### src/rtl/vend_seq_ctrl_if.sv
// Vending controller bus: groups the coin/cancel pulses, the dispenser and
// hopper handshakes, and the status outputs of vend_seq_ctrl.
//   master : the vending datapath environment (drives pi_*, observes po_*)
//   slave  : the sequencing controller (observes pi_*, drives po_*)
// Signals:
//   pi_money_one / pi_money_half : one-cycle coin pulses (+2 / +1 half-units)
//   pi_cancel                    : one-cycle refund request
//   pi_disp_ack / pi_chg_ack     : dispenser / hopper acknowledges
//   po_disp_req / po_chg_req     : dispense / eject-one-half-coin requests
//   po_credit                    : current credit in half-units
//   po_busy                      : coin mechanism must reject coins
//   po_fault                     : one-cycle pulse on dispenser timeout
interface vend_seq_ctrl_if #(
    parameter int CNT_W = 3
);
    logic             pi_money_one;
    logic             pi_money_half;
    logic             pi_cancel;
    logic             pi_disp_ack;
    logic             pi_chg_ack;
    logic             po_disp_req;
    logic             po_chg_req;
    logic [CNT_W-1:0] po_credit;
    logic             po_busy;
    logic             po_fault;

    modport master (
        output pi_money_one, pi_money_half, pi_cancel, pi_disp_ack, pi_chg_ack,
        input  po_disp_req, po_chg_req, po_credit, po_busy, po_fault
    );

    modport slave (
        input  pi_money_one, pi_money_half, pi_cancel, pi_disp_ack, pi_chg_ack,
        output po_disp_req, po_chg_req, po_credit, po_busy, po_fault
    );
endinterface

### src/rtl/vend_seq_ctrl.sv
// Beverage vending sequencing controller.
// Accumulates coin credit in half-units, requests a dispense once the price
// is reached, then pays back any remainder one half-coin at a time through
// the hopper handshake. Cancel refunds the whole credit; a dispenser that
// never acknowledges raises a fault pulse and the credit is refunded.
// Ports:
//   sys_clk   : system clock, rising edge
//   sys_rst_n : asynchronous active-low reset
//   bus       : vend_seq_ctrl_if slave modport (see interface header)
// All bus outputs are registered.
module vend_seq_ctrl #(
    parameter int PRICE        = 3,
    parameter int CNT_W        = 3,
    parameter int DISP_TIMEOUT = 1000,
    parameter int TO_W         = 10
) (
    input  logic          sys_clk,
    input  logic          sys_rst_n,
    vend_seq_ctrl_if.slave bus
);

    typedef enum logic [1:0] {
        ST_ACCUM  = 2'd0,
        ST_VEND   = 2'd1,
        ST_CHANGE = 2'd2
    } state_t;

    localparam logic [CNT_W-1:0] PRICE_C = CNT_W'(PRICE);
    localparam logic [TO_W-1:0]  TO_LAST = TO_W'(DISP_TIMEOUT - 1);

    state_t           state_reg,    state_next;
    logic [CNT_W-1:0] credit_reg,   credit_next;
    logic [TO_W-1:0]  to_cnt_reg,   to_cnt_next;
    logic             disp_req_reg, disp_req_next;
    logic             chg_req_reg,  chg_req_next;
    logic             busy_reg,     busy_next;
    logic             fault_reg,    fault_next;

    logic [CNT_W-1:0] add_w;
    logic [CNT_W-1:0] sum_w;
    logic [CNT_W-1:0] remain_w;

    // One-coin weighs two half-units; both pulses together give 3.
    assign add_w    = CNT_W'({bus.pi_money_one, bus.pi_money_half});
    // PRICE+2 fits in CNT_W bits, so the sum never wraps in ACCUM.
    assign sum_w    = credit_reg + add_w;
    assign remain_w = credit_reg - PRICE_C;

    always_ff @(posedge sys_clk or negedge sys_rst_n) begin
        if (!sys_rst_n) begin
            state_reg    <= ST_ACCUM;
            credit_reg   <= '0;
            to_cnt_reg   <= '0;
            disp_req_reg <= 1'b0;
            chg_req_reg  <= 1'b0;
            busy_reg     <= 1'b0;
            fault_reg    <= 1'b0;
        end else begin
            state_reg    <= state_next;
            credit_reg   <= credit_next;
            to_cnt_reg   <= to_cnt_next;
            disp_req_reg <= disp_req_next;
            chg_req_reg  <= chg_req_next;
            busy_reg     <= busy_next;
            fault_reg    <= fault_next;
        end
    end

    always_comb begin
        state_next    = state_reg;
        credit_next   = credit_reg;
        to_cnt_next   = to_cnt_reg;
        disp_req_next = disp_req_reg;
        chg_req_next  = chg_req_reg;
        fault_next    = 1'b0;

        unique case (state_reg)
            ST_ACCUM: begin
                credit_next   = sum_w;
                disp_req_next = 1'b0;
                chg_req_next  = 1'b0;
                // A price-reaching coin wins over a same-cycle cancel.
                if (sum_w >= PRICE_C) begin
                    state_next    = ST_VEND;
                    disp_req_next = 1'b1;
                    to_cnt_next   = '0;
                end else if (bus.pi_cancel && (sum_w != '0)) begin
                    state_next   = ST_CHANGE;
                    chg_req_next = 1'b1;
                end
            end

            ST_VEND: begin
                // Ack is checked first so a same-cycle timeout never faults.
                if (bus.pi_disp_ack) begin
                    disp_req_next = 1'b0;
                    credit_next   = remain_w;
                    if (remain_w != '0) begin
                        state_next   = ST_CHANGE;
                        chg_req_next = 1'b1;
                    end else begin
                        state_next = ST_ACCUM;
                    end
                end else if (to_cnt_reg == TO_LAST) begin
                    // Credit left untouched: the customer gets it all back.
                    disp_req_next = 1'b0;
                    fault_next    = 1'b1;
                    state_next    = ST_CHANGE;
                    chg_req_next  = 1'b1;
                end else begin
                    to_cnt_next = to_cnt_reg + 1'b1;
                end
            end

            ST_CHANGE: begin
                if (chg_req_reg && bus.pi_chg_ack) begin
                    // Drop the request for one cycle after every coin.
                    credit_next  = credit_reg - 1'b1;
                    chg_req_next = 1'b0;
                    if (credit_reg == CNT_W'(1)) begin
                        state_next = ST_ACCUM;
                    end
                end else if (credit_reg != '0) begin
                    chg_req_next = 1'b1;
                end else begin
                    chg_req_next = 1'b0;
                    state_next   = ST_ACCUM;
                end
            end

            default: begin
                state_next    = ST_ACCUM;
                disp_req_next = 1'b0;
                chg_req_next  = 1'b0;
            end
        endcase

        busy_next = (state_next != ST_ACCUM);
    end

    assign bus.po_disp_req = disp_req_reg;
    assign bus.po_chg_req  = chg_req_reg;
    assign bus.po_credit   = credit_reg;
    assign bus.po_busy     = busy_reg;
    assign bus.po_fault    = fault_reg;

endmodule

### src/flat_wrapper.sv
// flat-port wrapper written by rule: the top's interface ports become plain ports
module vend_seq_ctrl_flat 
#(
    parameter int PRICE        = 3,
    parameter int CNT_W        = 3,
    parameter int DISP_TIMEOUT = 1000,
    parameter int TO_W         = 10
)
  (sys_clk, sys_rst_n, bus_pi_money_one, bus_pi_money_half, bus_pi_cancel, bus_pi_disp_ack, bus_pi_chg_ack, bus_po_disp_req, bus_po_chg_req, bus_po_credit, bus_po_busy, bus_po_fault);
  vend_seq_ctrl_if #(.CNT_W(CNT_W)) bus_i ();
  input  logic sys_clk;
  input  logic sys_rst_n;
  input wire logic [$bits(bus_i.pi_money_one)-1:0] bus_pi_money_one;
  input wire logic [$bits(bus_i.pi_money_half)-1:0] bus_pi_money_half;
  input wire logic [$bits(bus_i.pi_cancel)-1:0] bus_pi_cancel;
  input wire logic [$bits(bus_i.pi_disp_ack)-1:0] bus_pi_disp_ack;
  input wire logic [$bits(bus_i.pi_chg_ack)-1:0] bus_pi_chg_ack;
  output wire logic [$bits(bus_i.po_disp_req)-1:0] bus_po_disp_req;
  output wire logic [$bits(bus_i.po_chg_req)-1:0] bus_po_chg_req;
  output wire logic [$bits(bus_i.po_credit)-1:0] bus_po_credit;
  output wire logic [$bits(bus_i.po_busy)-1:0] bus_po_busy;
  output wire logic [$bits(bus_i.po_fault)-1:0] bus_po_fault;
  assign bus_i.pi_money_one = bus_pi_money_one;
  assign bus_i.pi_money_half = bus_pi_money_half;
  assign bus_i.pi_cancel = bus_pi_cancel;
  assign bus_i.pi_disp_ack = bus_pi_disp_ack;
  assign bus_i.pi_chg_ack = bus_pi_chg_ack;
  assign bus_po_disp_req = bus_i.po_disp_req;
  assign bus_po_chg_req = bus_i.po_chg_req;
  assign bus_po_credit = bus_i.po_credit;
  assign bus_po_busy = bus_i.po_busy;
  assign bus_po_fault = bus_i.po_fault;
  vend_seq_ctrl #(.PRICE(PRICE), .CNT_W(CNT_W), .DISP_TIMEOUT(DISP_TIMEOUT), .TO_W(TO_W)) u_core (.sys_clk(sys_clk), .sys_rst_n(sys_rst_n), .bus(bus_i));
endmodule
### config.mk
export PLATFORM = sky130hd
export DESIGN_NAME = vend_seq_ctrl_flat
export DESIGN_NICKNAME = d
export VERILOG_FILES = /design/src/rtl/vend_seq_ctrl_if.sv /design/src/rtl/vend_seq_ctrl.sv /design/src/flat_wrapper.sv
export SDC_FILE = /design/constraint.sdc
export NUM_CORES = 1
export LEC_CHECK = 0
export CAP_MARGIN = 25
export CORE_ASPECT_RATIO = 0.8
export CORE_UTILIZATION = 56
export CTS_CLUSTER_SIZE = 30
export DETAILED_ROUTE_END_ITERATION = 8
export DONT_BUFFER_PORTS = 1
export GPL_ROUTABILITY_DRIVEN = 0
export PLACE_DENSITY = 0.72
export SLEW_MARGIN = 20
export SYNTH_ARGS = -nofsm -noshare
export SYNTH_HDL_FRONTEND = slang
export SYNTH_SLANG_ARGS = --single-unit
### constraint.sdc
create_clock -name sys_clk -period 2.1 [get_ports sys_clk]
set_input_delay 0.42 -clock sys_clk [delete_from_list [all_inputs] [get_ports sys_clk]]
set_output_delay 0.42 -clock sys_clk [all_outputs]
set_load 0.02 [all_outputs]
==> results of run 1 <==
==> worst min-delay path, cell delays in order <==
cell,delay (ns)
nand2_1,0.04
nor2_1,0.04
nand3_1,0.14
a31oi_1,0.10
==> per-stage QoR <==
step / power, mW / cells / utilization (%)
global placement: 1.82 / 169 / 64.0
detailed placement: 1.88 / 169 / 64.0
finish: 2.27 / 180 / 69.2
CTS: 2.09 / 174 / 65.6
floorplan: 1.54 / 140 / -
global route: 2.44 / 180 / 69.2
==> layer usage <==
metal  global-route usage, %  part of all wire (%)  routed length, um  vias to the layer above
li1                        -                     -                  -                      526
met1                    34.2                    47               1380                      533
met2                    39.0                    44               1300                       42
met3                    6.82                   6.4                187                        9
met4                    5.85                   1.9                 55                        0
met5                       0                     0                  0                        -
==> final timing paths <==
path	cells after the start	endpoint	slack, ns	start
max	8	u_core.to_cnt_reg[7]$_DFFE_PN0P_	0.06	u_core.bus.po_credit[0]$_DFFE_PN0P_
min	4	u_core.state_reg[1]$_DFF_PN0_	0.47	bus_pi_cancel
max reg2reg	8	u_core.to_cnt_reg[7]$_DFFE_PN0P_	0.06	u_core.bus.po_credit[0]$_DFFE_PN0P_
min reg2reg	1	u_core.bus.po_fault$_DFF_PN0_	0.52	u_core.to_cnt_reg[3]$_DFFE_PN0P_
max in group asynchronous	1	u_core.bus.po_credit[0]$_DFFE_PN0P_	0.84	sys_rst_n
min in group asynchronous	1	u_core.bus.po_chg_req$_DFFE_PN0P_	0.67	sys_rst_n
==> power by group <==
part           total (mW)  switching, mW  internal, mW
combinational        1.48          0.813         0.666
sequential          0.607          0.140         0.467
clock               0.188          0.114        0.0742
total                2.27           1.07          1.21
==> cells by family (layout without fill, tap and decap cells) <==
| kind of cell | after synthesis | after routing |
|---|---|---|
| AO/OA/AOI/OAI | 27 | 27 |
| buffers and inverters | 15 | 30 |
| XOR/XNOR | 9 | 9 |
| AND/OR/NAND/NOR | 55 | 55 |
| adder cells (fa/ha/maj) | 12 | 12 |
| multiplexers | 3 | 3 |
| flip-flops | 19 | 19 |
==> area by class of cell <==
class / instances / area share (%)
inverter: 12 / 2.96
clock buffer: 4 / 1.73
tap: 25 / 2.06
multi-input combinational: 106 / 54.8
sequential: 19 / 31.4
timing repair buffer: 14 / 7.08
==> cell usage after synthesis, drive strengths merged (2+ instances only) <==
master | number | area [um2]
buf | 3 | 21.3
nor2b | 2 | 15.0
and2 | 2 | 12.5
ha | 11 | 138
xor2 | 8 | 77.6
nor2 | 12 | 45.0
mux2i | 2 | 20.0
nand4 | 5 | 31.3
a31oi | 3 | 33.8
nand2 | 12 | 45.0
a21oi | 5 | 36.3
o211ai | 4 | 35.0
nor3 | 2 | 10.0
and3 | 2 | 12.5
nand3 | 7 | 45.0
a211oi | 2 | 15.0
inv | 12 | 45.0
o21ai | 7 | 35.0
nand2b | 5 | 33.8
dfrtp | 19 | 475
==> repair_timing <==
action | 4_1_cts | 5_1_grt
hold buffers | 1 | 0
setup endpoints to repair | 0 | 4
buffers inserted | 0 | 6
endpoints found under the hold margin | 19 | 0
resized for setup | 0 | 8
==> impl_metrics.env, run 1 <==
export IMPL_fillers=177
export IMPL_wirelength_um=2920
export IMPL_final_common_cell="dfrtp_1"
export IMPL_async_flop_share_pct=100
export IMPL_mostFrequentLayoutCells="18 x dfrtp_1, 13 x buf_4, 12 x nand2_1, 12 x nor2_1, 11 x inv_1"
export IMPL_yosys_area_share_simple_pct=22.5
export IMPL_hold_ws_ns=0.466
export IMPL_grt_max_degree=20
export IMPL_vdd_drop_max_mv=1.32
export IMPL_place_hpwl_um=2180
export IMPL_worstPathRequired_ns=2.35
export IMPL_maxCapViolations=0
export IMPL_vias=1110
export IMPL_netlist_area_um2=1330
export IMPL_seq_area_um2=477
export IMPL_fp_dieW_um=56.4
export IMPL_initial_core_util_pct=60.4
export IMPL_synth_compound_area_share_pct=15.9
export IMPL_drt_iter0_drc=41
export IMPL_worst_slack_ns=0.0649
export IMPL_crit_top_cell="nand3_4"
export IMPL_clock_path_buffers=2
export IMPL_hold_class="in -> reg"
export IMPL_synthMuxAreaShare_pct=2.36
export IMPL_preCtsSetupSlack_ns=0.0508
export IMPL_synthAdderAreaFrac_pct=11.9
export IMPL_vias_per_cell=6.17
export IMPL_grtUsageTotal_pct=24.7
export IMPL_grt_overflow=0
export IMPL_max_freq_mhz=491
export IMPL_placed_cell_area_um2=1410
export IMPL_synth_cell_types=44
export IMPL_detail_route_first_pass_iterations=4
export IMPL_insertedDiodeCount=0
export IMPL_finalCriticalPeriod_ns=2.04
export IMPL_fp_coreArea_um2=2200
export IMPL_setup_tns_ns=0
export IMPL_worst_path_buf_inv=1
export IMPL_largest_register_ffs=10
export IMPL_placementRows=15
export IMPL_cts_htree_levels=1
export IMPL_root_buffer="clkbuf_4"
export IMPL_critPathTopFamily="simple AND/OR/NAND/NOR gates"
export IMPL_fin_area_um2=1520
export IMPL_nets=175
export IMPL_ys_flop_type="dfrtp_1"
export IMPL_layout_drive_gt1_share_pct=21.3
export IMPL_ys_warnings_count=0
export IMPL_drc=0
export IMPL_areaGrowthSynthToFinish_pct=14.6
export IMPL_fin_crit_sh_pct=96.9
export IMPL_tightest_slew_ns=0.873
export IMPL_critPathKind="reg -> reg"
export IMPL_die_area_um2=2570
export IMPL_skew_ns=0.00438
export IMPL_cts_sinks=19
export IMPL_synthXorXnorAreaFrac_pct=6.51
export IMPL_status="complete, no violations"
export IMPL_p_leak_nw=0.675
export IMPL_p_per_area_nw_per_um2=1500
export IMPL_crit_chain="ha_4 -> inv_2 -> fa_2 -> nand2b_4 -> nand3_4 -> nand3_4 -> or3_1 -> a21oi_2"
export IMPL_cts_tree="done"
export IMPL_synth_nets=159
export IMPL_ys_seq_area_share_pct=35.8
export IMPL_ys_ff_latch=19
export IMPL_path_max_fanout=7
export IMPL_relSlewSlack_pct=41.6
export IMPL_cts_buffers=3
export IMPL_hold_violations=0
export IMPL_drv_slew=0
export IMPL_postRouteAntennaNets=0
export IMPL_slowest_delay_ns=0.45
export IMPL_synth_edf_count=0
export IMPL_grt_pass1_vias=952
export IMPL_antenna_found_initial=0
export IMPL_synth_cells=140
export IMPL_setup_viol=0
export IMPL_crit_slowest_cell="fa_2"
export IMPL_die_y_um=45.5
export IMPL_rsz0062_at_grt="true"
export IMPL_worstPathArrival_ns=2.28
export IMPL_clkTransAtPathRegs_ns=0.11
export IMPL_cp_start_kind="flip-flop"
export IMPL_avgSynthCellArea_um2=9.47
export IMPL_pin_count=14
export IMPL_setup_worst_path_end_class="flip-flop"
export IMPL_portBuffers=0
export IMPL_synth_top_family_by_area="simple AND/OR/NAND/NOR gates"
export IMPL_grt_first_pass_wirelength_um=4550
export IMPL_routedWlPerCell_um=16.2
export IMPL_multiInputGateArea_um2=833
export IMPL_clkLatencyLatePin_ns=0.30
Note: power is estimated with default switching activity, not from simulation.
==> run 2, diff against run 1 <==
Settings changed: SETUP_SLACK_MARGIN set to 0.1.
==> impl_metrics.env, run 2 (same netlist as run 1, synthesis figures left out) <==
export IMPL_status="complete, no violations"
export IMPL_hold_path_startpoint="bus_pi_cancel"
export IMPL_reg2regPathDepth=8
export IMPL_vdd_drop_max_mv=1.33
export IMPL_grtUsageTotal_pct=23.0
export IMPL_cts_tree="done"
export IMPL_insertedDiodeCount=0
export IMPL_hold_class="in -> reg"
export IMPL_p_sw_mw=1.06
export IMPL_root_buffer="clkbuf_4"
export IMPL_power_frac_seq_pct=27.4
export IMPL_grt_max_degree=20
export IMPL_detail_route_first_pass_iterations=4
export IMPL_fp_coreArea_um2=2200
export IMPL_setup_tns_ns=0
export IMPL_areaGrowthSynthToFinish_pct=16.2
export IMPL_nets=172
export IMPL_r2r_setup_slack_ns=0.14
export IMPL_wirelength_um=2820
export IMPL_setup_worst_path_end_class="flip-flop"
export IMPL_worst_slack_ns=0.144
export IMPL_timing_rr_start="u_core.bus.po_credit[0]$_DFFE_PN0P_"
export IMPL_clockPowerShare_pct=8.3
export IMPL_rr_endpoint="u_core.to_cnt_reg[7]$_DFFE_PN0P_"
export IMPL_mostFrequentLayoutCells="17 x dfrtp_1, 12 x nand2_1, 12 x nor2_1, 11 x inv_1"
export IMPL_tightest_slew_ns=0.851
export IMPL_initial_core_util_pct=60.4
export IMPL_dp_cells=168
export IMPL_preCtsSetupSlack_ns=0.0742
export IMPL_place_hpwl_um=2040
export IMPL_pin_count=14
export IMPL_drt_iter0_drc=23
export IMPL_layout_drive_gt1_share_pct=23.7
export IMPL_portBuffers=0
export IMPL_hold_ws_ns=0.473
export IMPL_fin_area_um2=1540
export IMPL_finalCriticalPeriod_ns=1.96
export IMPL_relSlewSlack_pct=43.1
export IMPL_drc=0
export IMPL_fin_util_pct=70.2
export IMPL_largest_register_ffs=10
export IMPL_power_internal_mw=1.19
export IMPL_setup_viol=0
export IMPL_worstPathArrival_ns=2.20
export IMPL_critPathKind="reg -> reg"
export IMPL_hold_path_end="u_core.state_reg[1]$_DFF_PN0_"
export IMPL_whs_path_depth=4
export IMPL_final_common_cell="dfrtp_1"
export IMPL_path_max_fanout=5
export IMPL_max_freq_mhz=511
export IMPL_fin_cells=177
export IMPL_crit_top_cell="nand3_4"
export IMPL_slowest_delay_ns=0.44
export IMPL_grt_overflow=0
export IMPL_power_mw=2.25
export IMPL_vias=1065
export IMPL_crit_chain="ha_4 -> inv_2 -> fa_2 -> nand2b_4 -> nand3_4 -> nand3_4 -> or3_4 -> a21oi_2"
export IMPL_maxCapViolations=0
export IMPL_grt_first_pass_wirelength_um=4350
export IMPL_p_sw_share_pct=47.3
export IMPL_rsz0062_at_grt="true"
export IMPL_cts_sinks=19
export IMPL_clkTransAtPathRegs_ns=0.11
export IMPL_combPwrFrac_pct=64.3
export IMPL_p_leak_nw=0.670
export IMPL_cp_start_kind="flip-flop"
export IMPL_vias_per_cell=6.02
export IMPL_fin_crit_sh_pct=93.1
export IMPL_drv_slew=0
export IMPL_placementRows=15
export IMPL_worst_path_buf_inv=1
export IMPL_p_per_area_nw_per_um2=1460
export IMPL_clock_path_buffers=2
export IMPL_routedWlPerCell_um=15.9
export IMPL_cts_htree_levels=1
export IMPL_cts_buffers=3
export IMPL_worstPathRequired_ns=2.34
export IMPL_skew_ns=0.0116
export IMPL_critPathTopFamily="simple AND/OR/NAND/NOR gates"
export IMPL_die_y_um=45.5
export IMPL_crit_slowest_cell="fa_2"
export IMPL_fp_dieW_um=56.4
export IMPL_die_area_um2=2570
export IMPL_grt_pass1_vias=918
export IMPL_postRouteAntennaNets=0
export IMPL_hold_violations=0
export IMPL_placed_cell_area_um2=1410
export IMPL_antenna_found_initial=0
export IMPL_clkLatencyLatePin_ns=0.30
[run 2: cell count changes in the layout (fill, tap and decap cells not counted), sizes merged]
cell	before	now
buf	13	10
[run 2: worst max-delay path by stage]
stage                                        startpoint                               end  depth (start not counted)
floorplan           u_core.bus.po_credit[0]$_DFFE_PN0P_  u_core.to_cnt_reg[7]$_DFFE_PN0P_                          8
global placement                      bus_pi_money_half      u_core.bus.po_busy$_DFF_PN0_                          8
detailed placement                    bus_pi_money_half      u_core.bus.po_busy$_DFF_PN0_                          8
CTS                 u_core.bus.po_credit[0]$_DFFE_PN0P_  u_core.to_cnt_reg[7]$_DFFE_PN0P_                          8
global route        u_core.bus.po_credit[0]$_DFFE_PN0P_  u_core.to_cnt_reg[7]$_DFFE_PN0P_                          8
finish              u_core.bus.po_credit[0]$_DFFE_PN0P_  u_core.to_cnt_reg[7]$_DFFE_PN0P_                          8
[run 2: metal layers]
layer	global-route usage [%]	part of all wire, %	routed length, um
met5	0	0	0
met1	34.1	48	1350
met4	4.39	0.50	14
met2	34.0	46	1300
met3	6.25	5.4	152
[run 2: worst reg2reg max path, cell delays in order (launching register included)]
cell      delay [ns]
dfrtp_2         0.43
ha_4            0.16
inv_2           0.04
fa_2            0.44
nand2b_4        0.17
nand3_4         0.12
nand3_4         0.10
or3_4           0.33
a21oi_2         0.11
[run 2: power by group through the flow]
| stage | sequential, mW | clock, mW | combinational (mW) |
|---|---|---|---|
| 6_report | 0.617 | 0.187 | 1.44 |
| 5_1_grt | 0.632 | 0.204 | 1.59 |
| 4_1_cts | 0.610 | 0.194 | 1.31 |
| 3_5_place_dp | 0.618 | 0 | 1.24 |
| 3_3_place_gp | 0.613 | 0 | 1.21 |
| 2_1_floorplan | 0.614 | 0 | 0.949 |
[run 2: layout make-up]
| class | instances | area (um2) |
|---|---|---|
| clock buffer | 4 | 26.3 |
| multi-input combinational | 106 | 872 |
| fill | 165 | 654 |
| inverter | 12 | 45.0 |
| timing repair buffer | 11 | 88.8 |
| sequential | 19 | 478 |
| tap | 25 | 31.3 |
[run 2: repair_timing]
item	in CTS	in global routing
resized for setup	1	12
endpoints found under the setup margin	2	7
hold buffers	1	0
setup buffers	2	2
endpoints found under the hold margin	19	0
gates cloned	0	0
pin swaps	0	6
